===== config.mk =====
export PLATFORM = sky130hd
export DESIGN_NAME = host_dma_cmd_splitter
export DESIGN_NICKNAME = d
export VERILOG_FILES = /design/src/rtl/host_dma_cmd_splitter.sv
export SDC_FILE = /design/constraint.sdc
export NUM_CORES = 1
export LEC_CHECK = 0
export ABC_AREA = 1
export BUFFER_PORTS_ARGS = -buffer_cell sky130_fd_sc_hd__buf_2
export CAP_MARGIN = 20
export CORE_UTILIZATION = 50
export CTS_CLUSTER_SIZE = 8
export DETAILED_ROUTE_END_ITERATION = 16
export MAX_ROUTING_LAYER = met4
export PLACE_DENSITY = 0.69
export SLEW_MARGIN = 40
export SYNTH_ARGS = -nofsm -noshare
export SYNTH_HDL_FRONTEND = slang
export SYNTH_SLANG_ARGS = --single-unit

===== constraint.sdc =====
create_clock -name clk_i -period 9.4 [get_ports clk_i]
set_input_delay 1.88 -clock clk_i [delete_from_list [all_inputs] [get_ports clk_i]]
set_output_delay 1.88 -clock clk_i [all_outputs]
set_load 0.01 [all_outputs]

===== src/rtl/host_dma_cmd_splitter.sv =====
// Splits host DMA commands into chunk- and boundary-limited sub-commands, tracks
// per-slot outstanding sub-commands and returns one completion per original command.
module host_dma_cmd_splitter #(
    parameter int unsigned NumSlots      = 8,
    parameter int unsigned MaxChunkBytes = 1024,
    parameter int unsigned BoundaryBytes = 4096,
    parameter int unsigned CmdIdWidth    = 8,
    parameter int unsigned LenWidth      = 20,
    localparam int unsigned TagW         = $clog2(NumSlots)
) (
    input  logic                  clk_i,
    input  logic                  rst_ni,
    input  logic                  cmd_valid_i,
    output logic                  cmd_ready_o,
    input  logic [CmdIdWidth-1:0] cmd_id_i,
    input  logic [31:0]           cmd_nic_addr_i,
    input  logic [63:0]           cmd_host_addr_i,
    input  logic [LenWidth-1:0]   cmd_len_i,
    input  logic                  cmd_nic_to_host_i,
    output logic                  sub_valid_o,
    input  logic                  sub_ready_i,
    output logic [TagW-1:0]       sub_tag_o,
    output logic [31:0]           sub_nic_addr_o,
    output logic [63:0]           sub_host_addr_o,
    output logic [LenWidth-1:0]   sub_len_o,
    output logic                  sub_nic_to_host_o,
    input  logic                  sub_rsp_valid_i,
    input  logic [TagW-1:0]       sub_rsp_tag_i,
    output logic                  rsp_valid_o,
    input  logic                  rsp_ready_i,
    output logic [CmdIdWidth-1:0] rsp_cmd_id_o,
    output logic                  busy_o,
    output logic                  err_o
);

    localparam int unsigned CntW = LenWidth + 1;
    localparam int unsigned BndW = $clog2(BoundaryBytes);

    localparam logic [0:0] ST_IDLE  = 1'b0;
    localparam logic [0:0] ST_SPLIT = 1'b1;

    logic [0:0]            state_q, state_d;
    logic [NumSlots-1:0]   busy_q, issued_q;
    logic [CntW-1:0]       cnt_q [NumSlots];
    logic [CmdIdWidth-1:0] id_q  [NumSlots];
    logic [TagW-1:0]       cur_slot_q;
    logic [31:0]           nic_q;
    logic [63:0]           host_q;
    logic [LenWidth-1:0]   rem_q;
    logic                  dir_q;
    logic                  rsp_valid_q;
    logic [TagW-1:0]       rsp_slot_q;
    logic [CmdIdWidth-1:0] rsp_id_q;
    logic                  err_q;

    logic                  free_any, done_any;
    logic [TagW-1:0]       free_idx, done_idx;
    logic [NumSlots-1:0]   done_vec;
    logic [LenWidth-1:0]   to_bnd, chunk;
    logic                  cmd_fire, issue_fire, rsp_fire, last_chunk;
    logic                  inc_on_tag, rsp_bad;

    // Lowest free slot and lowest done slot
    always_comb begin
        free_idx = '0;
        done_idx = '0;
        for (int i = NumSlots - 1; i >= 0; i--) begin
            done_vec[i] = busy_q[i] && issued_q[i] && (cnt_q[i] == '0);
            if (!busy_q[i]) free_idx = TagW'(i);
            if (done_vec[i]) done_idx = TagW'(i);
        end
        free_any = ~&busy_q;
        done_any = |done_vec;
    end

    // Chunk is limited by remaining length, max chunk and distance to the next boundary
    always_comb begin
        to_bnd = LenWidth'(BoundaryBytes) - LenWidth'(host_q[BndW-1:0]);
        chunk  = rem_q;
        if (chunk > LenWidth'(MaxChunkBytes)) chunk = LenWidth'(MaxChunkBytes);
        if (chunk > to_bnd) chunk = to_bnd;
    end

    assign cmd_ready_o = free_any && (state_q == ST_IDLE);
    assign sub_valid_o = (state_q == ST_SPLIT);
    assign cmd_fire    = cmd_valid_i && cmd_ready_o;
    assign issue_fire  = sub_valid_o && sub_ready_i;
    assign rsp_fire    = rsp_valid_q && rsp_ready_i;
    assign last_chunk  = (rem_q == chunk);

    // A completion is only legal on a busy slot with something outstanding
    assign inc_on_tag = issue_fire && (cur_slot_q == sub_rsp_tag_i);
    assign rsp_bad    = sub_rsp_valid_i &&
                        (!busy_q[sub_rsp_tag_i] || ((cnt_q[sub_rsp_tag_i] == '0) && !inc_on_tag));

    always_ff @(posedge clk_i or negedge rst_ni) begin
        if (!rst_ni) state_q <= ST_IDLE;
        else         state_q <= state_d;
    end

    always_comb begin
        state_d = state_q;
        case (state_q)
            ST_IDLE:  if (cmd_fire && (cmd_len_i != '0)) state_d = ST_SPLIT;
            ST_SPLIT: if (issue_fire && last_chunk)      state_d = ST_IDLE;
            default:  state_d = ST_IDLE;
        endcase
    end

    // Split datapath
    always_ff @(posedge clk_i or negedge rst_ni) begin
        if (!rst_ni) begin
            cur_slot_q <= '0;
            nic_q      <= '0;
            host_q     <= '0;
            rem_q      <= '0;
            dir_q      <= 1'b0;
        end else if (cmd_fire) begin
            cur_slot_q <= free_idx;
            nic_q      <= cmd_nic_addr_i;
            host_q     <= cmd_host_addr_i;
            rem_q      <= cmd_len_i;
            dir_q      <= cmd_nic_to_host_i;
        end else if (issue_fire) begin
            nic_q  <= nic_q + 32'(chunk);
            host_q <= host_q + 64'(chunk);
            rem_q  <= rem_q - chunk;
        end
    end

    // Per-slot bookkeeping
    always_ff @(posedge clk_i or negedge rst_ni) begin
        if (!rst_ni) begin
            busy_q   <= '0;
            issued_q <= '0;
            for (int i = 0; i < NumSlots; i++) begin
                cnt_q[i] <= '0;
                id_q[i]  <= '0;
            end
        end else begin
            for (int i = 0; i < NumSlots; i++) begin
                if (cmd_fire && (free_idx == TagW'(i))) begin
                    busy_q[i]   <= 1'b1;
                    issued_q[i] <= (cmd_len_i == '0);
                    cnt_q[i]    <= '0;
                    id_q[i]     <= cmd_id_i;
                end else begin
                    if (issue_fire && (cur_slot_q == TagW'(i)) &&
                        !(sub_rsp_valid_i && !rsp_bad && (sub_rsp_tag_i == TagW'(i))))
                        cnt_q[i] <= cnt_q[i] + CntW'(1);
                    else if (sub_rsp_valid_i && !rsp_bad && (sub_rsp_tag_i == TagW'(i)) &&
                             !(issue_fire && (cur_slot_q == TagW'(i))))
                        cnt_q[i] <= cnt_q[i] - CntW'(1);
                    if (issue_fire && last_chunk && (cur_slot_q == TagW'(i)))
                        issued_q[i] <= 1'b1;
                    if (rsp_fire && (rsp_slot_q == TagW'(i))) begin
                        busy_q[i]   <= 1'b0;
                        issued_q[i] <= 1'b0;
                    end
                end
            end
        end
    end

    // Completion selection is locked while the response is stalled
    always_ff @(posedge clk_i or negedge rst_ni) begin
        if (!rst_ni) begin
            rsp_valid_q <= 1'b0;
            rsp_slot_q  <= '0;
            rsp_id_q    <= '0;
            err_q       <= 1'b0;
        end else begin
            if (!rsp_valid_q) begin
                if (done_any) begin
                    rsp_valid_q <= 1'b1;
                    rsp_slot_q  <= done_idx;
                    rsp_id_q    <= id_q[done_idx];
                end
            end else if (rsp_ready_i) begin
                rsp_valid_q <= 1'b0;
            end
            if (rsp_bad) err_q <= 1'b1;
        end
    end

    assign sub_tag_o         = cur_slot_q;
    assign sub_nic_addr_o    = nic_q;
    assign sub_host_addr_o   = host_q;
    assign sub_len_o         = chunk;
    assign sub_nic_to_host_o = dir_q;
    assign rsp_valid_o       = rsp_valid_q;
    assign rsp_cmd_id_o      = rsp_id_q;
    assign busy_o            = |busy_q;
    assign err_o             = err_q;

endmodule


Word-level counts from Yosys, hierarchy flattened
Cells that the tools add are included.
W data, S select, Z words.
- register bits after elaboration: 382
- bits of input ports: 134
- output and inout port bits: 133
- logic and storage cells: 350
- add/sub/neg operators: 20
- order comparisons: 5
- equality and inequality tests: 30
- muxes and demuxes: 102
- bitwise operators: 4
- reductions and logical operators: 147
- operators by type and width (cell ; number):
    $mux W21 ; 26
    $logic_not A21 Y1 ; 9
    $add A21 B1 Y21 const B ; 8
    $sub A21 B1 Y21 const B ; 8
    $mux W64 ; 2
    $logic_and A1 B1 Y1 ; 82
    $mux W20 ; 4
    $add A64 B20 Y64 ; 1
    $mux W32 ; 2
    $bmux W21 S3 ; 1
    $eq A3 B3 Y1 const B ; 16
    $mux W3 ; 16
    $reduce_bool A3 Y1 ; 16
    $mux W1 ; 46
    $add A32 B20 Y32 ; 1
    $bmux W8 S3 ; 1
    $eq A3 B2 Y1 const B ; 8
    $eq A20 B20 Y1 ; 1
    $gt A20 B11 Y1 const B ; 1
    $gt A20 B20 Y1 ; 1
    $logic_not A1 Y1 ; 20
    $logic_not A20 Y1 ; 1
    $reduce_bool A20 Y1 ; 1
    $sub A20 B20 Y20 ; 1
    16 further kinds ; 35

Longest topological paths before layout
- word-level depth: 15
- mapped depth: 33
- gate-level depth less buffers: 32

Least setup slack after synthesis
No wires, ideal clock.
- path type: reg-to-reg
- start: register host_q[1], in the netlist sub_host_addr_o[1]
- end: register host_q[58], in the netlist sub_host_addr_o[58]
- data arrival time: 5459 ps
- data required time: 9276 ps
- slack: 3817 ps
- cell stages (with the launch flop): 32
- clock period less this slack: 5583 ps
- path through: dfrtp_1 inv_1 ha_1 nand3_1 nor3_1 nand4_1 nor2_1 xor2_1 ha_1 nand4_1 nor4_1 nand2_1 nand2_1 nand2_1 clkbuf_1 o21ai_0 inv_1 fa_1 inv_1 nand2_1 o21ai_0 a21boi_0 inv_1 a31oi_1 o21ai_0 nand2_1 inv_1 nand2_1 nand2_1 nand2_1 nand2_1 nand3_1
- longest elaborated chain between the ends: 6
- ends and longest elaborated chain (what ; RTL line ; source):
    start: declaration ; 48 ; logic [63:0] host_q;
    start signal: assignment ; 121 ; host_q <= cmd_host_addr_i;
    start signal: assignment ; 126 ; host_q <= host_q + 64'(chunk);
    $sub A13 B12 Y14 (*) ; 78 ; to_bnd = LenWidth'(BoundaryBytes) - LenWidth'(host_q[BndW-1:0]);
    $gt A20 B20 Y1 ; 81 ; if (chunk > to_bnd) chunk = to_bnd;
    $mux W20 (*) ; 81 ;
    net sub_len_o[1] ; 25 ; output logic [LenWidth-1:0] sub_len_o,
    $add A64 B20 Y64 (*) ; 126 ;
    $mux W64 (*) ; 124 ; end else if (issue_fire) begin
    $mux W64 (*) ; 118 ; end else if (cmd_fire) begin
Mark *: on every way through the listed nets, which the timed path passes. The rest lies on a longest branch. The select of a mux whose other input is x is not followed.
A chain may end at the register's enable or synchronous reset.

Worst setup path after layout
- start: register rem_q[17]
- end: register host_q[50], in the netlist sub_host_addr_o[50]
- longest elaborated chain between the ends: 7
- ends and longest elaborated chain (what ; RTL line ; source):
    start: declaration ; 49 ; logic [LenWidth-1:0] rem_q;
    start signal: assignment ; 122 ; rem_q <= cmd_len_i;
    start signal: assignment ; 127 ; rem_q <= rem_q - chunk;
    $gt A20 B11 Y1 ; 80 ; if (chunk > LenWidth'(MaxChunkBytes)) chunk = LenWidth'(MaxChunkBytes);
    $mux W20 (*) ; 80 ;
    $gt A20 B20 Y1 ; 81 ;
    $mux W20 (*) ; 81 ;
    $add A64 B20 Y64 (*) ; 126 ;
    $mux W64 (*) ; 124 ;
    $mux W64 (*) ; 118 ;
Every way passes the cells marked *; elsewhere a longest branch is shown, timed or not. The select of a mux whose other input is x is not followed.

==> flow_summary.json <==
{
  "power.leakage_nw": 17.7,
  "min_from": "rsp_cmd_id_o[5]$_DFFE_PN0P_",
  "dieArea_sq_um": 64500,
  "switchingPower_mw": 5.94,
  "period_minus_slack_ns": 7.27,
  "fin_tns_setup_ns": 0,
  "num_vias": 32717,
  "first_pass_iters": 8,
  "path_clk_slew_ns": 0.05,
  "finish.utilization": 0.568,
  "layout.nets": 5327,
  "synth_seq_area_share": 0.301,
  "cts_tree": "done",
  "synth_ff_type": "dfrtp_1",
  "postSynthCellCount": 4688,
  "synth_edf_count": 0,
  "cpMostUsedCell": "nand2_1",
  "tightest_slew_ns": 0.836,
  "top_layer": "met4",
  "synth.ff_latch_count": 382,
  "holdPathStages": 2,
  "async_reset_ff_frac": 1.00,
  "power_frac_clock": 0.158,
  "end_kind": "register",
  "hold-worst-slack_ns": 0.476,
  "cp.arrival_ns": 7.78,
  "drc": 0,
  "routed_via_density": 5.62,
  "max_freq_ghz": 0.138,
  "synth_cell_type_count": 51,
  "powerDensity_nw_per_um2": 335,
  "drtIter0Drc": 2681,
  "io_buffers": 259,
  "avgSynthCellArea_sq_um": 6.77,
  "worst_slew_margin_rel": 0.437,
  "hold_path_end": "rsp_cmd_id_o[5]$_DFFE_PN0P_",
  "ios": 267,
  "swShare": 0.497,
  "antenna_left": 0,
  "htree_levels": 2,
  "pwr-share-seq": 0.241,
  "dp_hpwl_um": 78100,
  "maxCapViolCount": 0,
  "outcome": "finished, final reports clean",
  "reg2reg_depth": 25,
  "rows": 92,
  "wirelength_met1_um": 46700,
  "routed_wl_um": 102000,
  "yosys_warnings": 0,
  "gr-usage-all-layers": 0.324,
  "first_global_vias": 30774,
  "cp.required_ns": 9.92,
  "wl_met2_um": 45300,
  "grt_max_degree": 71,
  "wire_per_inst_um": 17.6,
  "cp_num_buf_inv": 3,
  "ff2ff_setup_slack_ns": 2.13,
  "drv_slew": 0,
  "area_delta_synth_final_pct": 12.5,
  "grt.overflow.total": 0,
  "fin_crit_sh": 0.773,
  "clock_sinks": 382,
  "start_util": 0.505,
  "preCtsSetupSlack_ns": 2.36,
  "final_common_cell": "nand2_1",
  "insertion_delay_ns": 0.64,
  "core-area_sq_um": 62900,
  "critPathMaxFanout": 24,
  "die_w_um": 254,
  "place_inst": 5745,
  "finClkSkew_ns": 0.0463,
  "grt_pass1_wl_um": 163000,
  "wl_met3_um": 6420,
  "final_hold_viol_count": 0,
  "most-common-layout-cells": "nand2_1, inv_1, dfrtp_1",
  "final.setup.worst_slack_ns": 2.13,
  "comb_power_share": 0.602,
  "antenna_found_initial": 2,
  "die_y_um": 254,
  "ctsHoldBuffers": 0,
  "min_path_type": "reg2reg",
  "cts_made_buffers": 55,
  "post_cts_resized": 0,
  "clock_path_buffers": 3,
  "final_cells": 5817,
  "setup.worst_path.start_class": "register",
  "cts_setup_buffers": 0,
  "critPathTopFamily": "simple AND/OR/NAND/NOR gates",
  "p_int_mw": 6.02,
  "root_buffer": "clkbuf_16",
  "setup_viol": 0,
  "rsz0062_at_grt": "no",
  "r2r_end": "sub_host_addr_o[50]$_DFFE_PN0P_",
  "ir_drop_v": 0.000234,
  "drive_gt1_frac": 0.0857,
  "max_stage_delay_ns": 0.76,
  "cp_slowest_cell": "o21ai_0",
  "r2r-start": "rem_q[17]$_DFFE_PN0P_",
  "netlist_area_sq_um": 31700,
  "setup.worst_path.class": "reg2reg",
  "gp_congestion": 0.996
}
-- kinds of logic (layout without fill, tap and decap cells) --
| group | count (synthesis) | count (layout) | synth area share |
|---|---|---|---|
| AOI/OAI and AO/OA | 809 | 809 | 0.149 |
| DFF | 382 | 382 | 0.301 |
| buffers and inverters | 591 | 845 | 0.0720 |
| adders and majority gates | 236 | 236 | 0.0956 |
| xor gates and xnor gates | 203 | 203 | 0.0560 |
| and+or+nand+nor | 2465 | 2465 | 0.326 |
| other | 2 | 31 | 0.000237 |
-- layout make-up --
class                           count  area, sq um
Timing Repair Buffer              287         1550
Inverter                          489         1840
Clock inverter                      4          120
Fill cell                        6330        27100
Multi-Input combinational cell   3742        20100
Antenna cell                        2         5.00
Sequential cell                   382         9560
Clock buffer                       65         1450
Tap cell                          846         1060
-- synthesized netlist by cell type, types with 13 or more instances --
cell type | count | area, sq um
a21oi_1 | 265 | 1330
xnor2_1 | 91 | 797
o21ai_0 | 280 | 1400
buf_2 | 34 | 170
nor2_1 | 368 | 1380
dfrtp_1 | 382 | 9560
ha_1 | 225 | 2820
inv_1 | 481 | 1810
o21bai_1 | 13 | 97.6
o221ai_1 | 26 | 228
nor4_1 | 73 | 457
xor2_1 | 112 | 981
o211ai_1 | 94 | 706
nand2_1 | 1464 | 5500
clkbuf_1 | 52 | 195
or2_2 | 37 | 231
nand3_1 | 292 | 1460
a21o_1 | 30 | 225
a31oi_1 | 33 | 206
nand4_1 | 96 | 601
nor3_1 | 110 | 551
o31ai_1 | 14 | 105
-- how the worst max path moves through the flow --
stage               slack, ns                            from                         endpoint  cells past startpoint
global placement         2.53           rem_q[17]$_DFFE_PN0P_  sub_host_addr_o[58]$_DFFE_PN0P_                     30
CTS                      2.35           rem_q[17]$_DFFE_PN0P_  sub_host_addr_o[50]$_DFFE_PN0P_                     25
global route             1.54           rem_q[17]$_DFFE_PN0P_  sub_host_addr_o[42]$_DFFE_PN0P_                     25
detailed placement       2.36           rem_q[17]$_DFFE_PN0P_  sub_host_addr_o[50]$_DFFE_PN0P_                     25
floorplan                3.82  sub_host_addr_o[1]$_DFFE_PN0P_  sub_host_addr_o[58]$_DFFE_PN0P_                     31
finish                   2.13           rem_q[17]$_DFFE_PN0P_  sub_host_addr_o[50]$_DFFE_PN0P_                     25
-- tightest hold or removal path: stages, from the launching register on --
cell and delay, ns:
dfrtp_1 0.33, nand2_1 0.05, nand2_1 0.05
-- power groups by stage --
stage	logic (mW)	clock network (mW)	registers, mW
after floorplan	5.40	0	2.69
after global placement	7.01	0	2.88
after detailed placement	7.04	0	2.88
after CTS	7.10	1.93	2.86
after global routing	8.14	1.98	2.95
final	7.19	1.89	2.88
-- flip-flops by register name (all words and copies together) (netlist names), 3 cells and up --
name / count
sub_host_addr_o: 64
cnt_q: 168
sub_nic_addr_o: 32
rem_q: 20
rsp_cmd_id_o: 8
id_q: 64
sub_tag_o: 3
busy_q: 8
issued_q: 8
rsp_slot_q: 3
-- metal layers --
metal | track usage | vias up
met2 | 0.495 | 1048
met5 | - | -
li1 | - | 16234
met3 | 0.0414 | 213
met4 | 0.114 | 0
met1 | 0.442 | 15222
-- stage by stage --
| stage | total power [mW] | area [sq um] |
|---|---|---|
| global route | 13.1 | 35700 |
| global placement | 9.89 | 34000 |
| floorplan | 8.09 | 31900 |
| detailed placement | 9.92 | 34100 |
| finish | 12.0 | 35700 |
| CTS | 11.9 | 35700 |
Note: power is estimated with default switching activity, not from simulation.
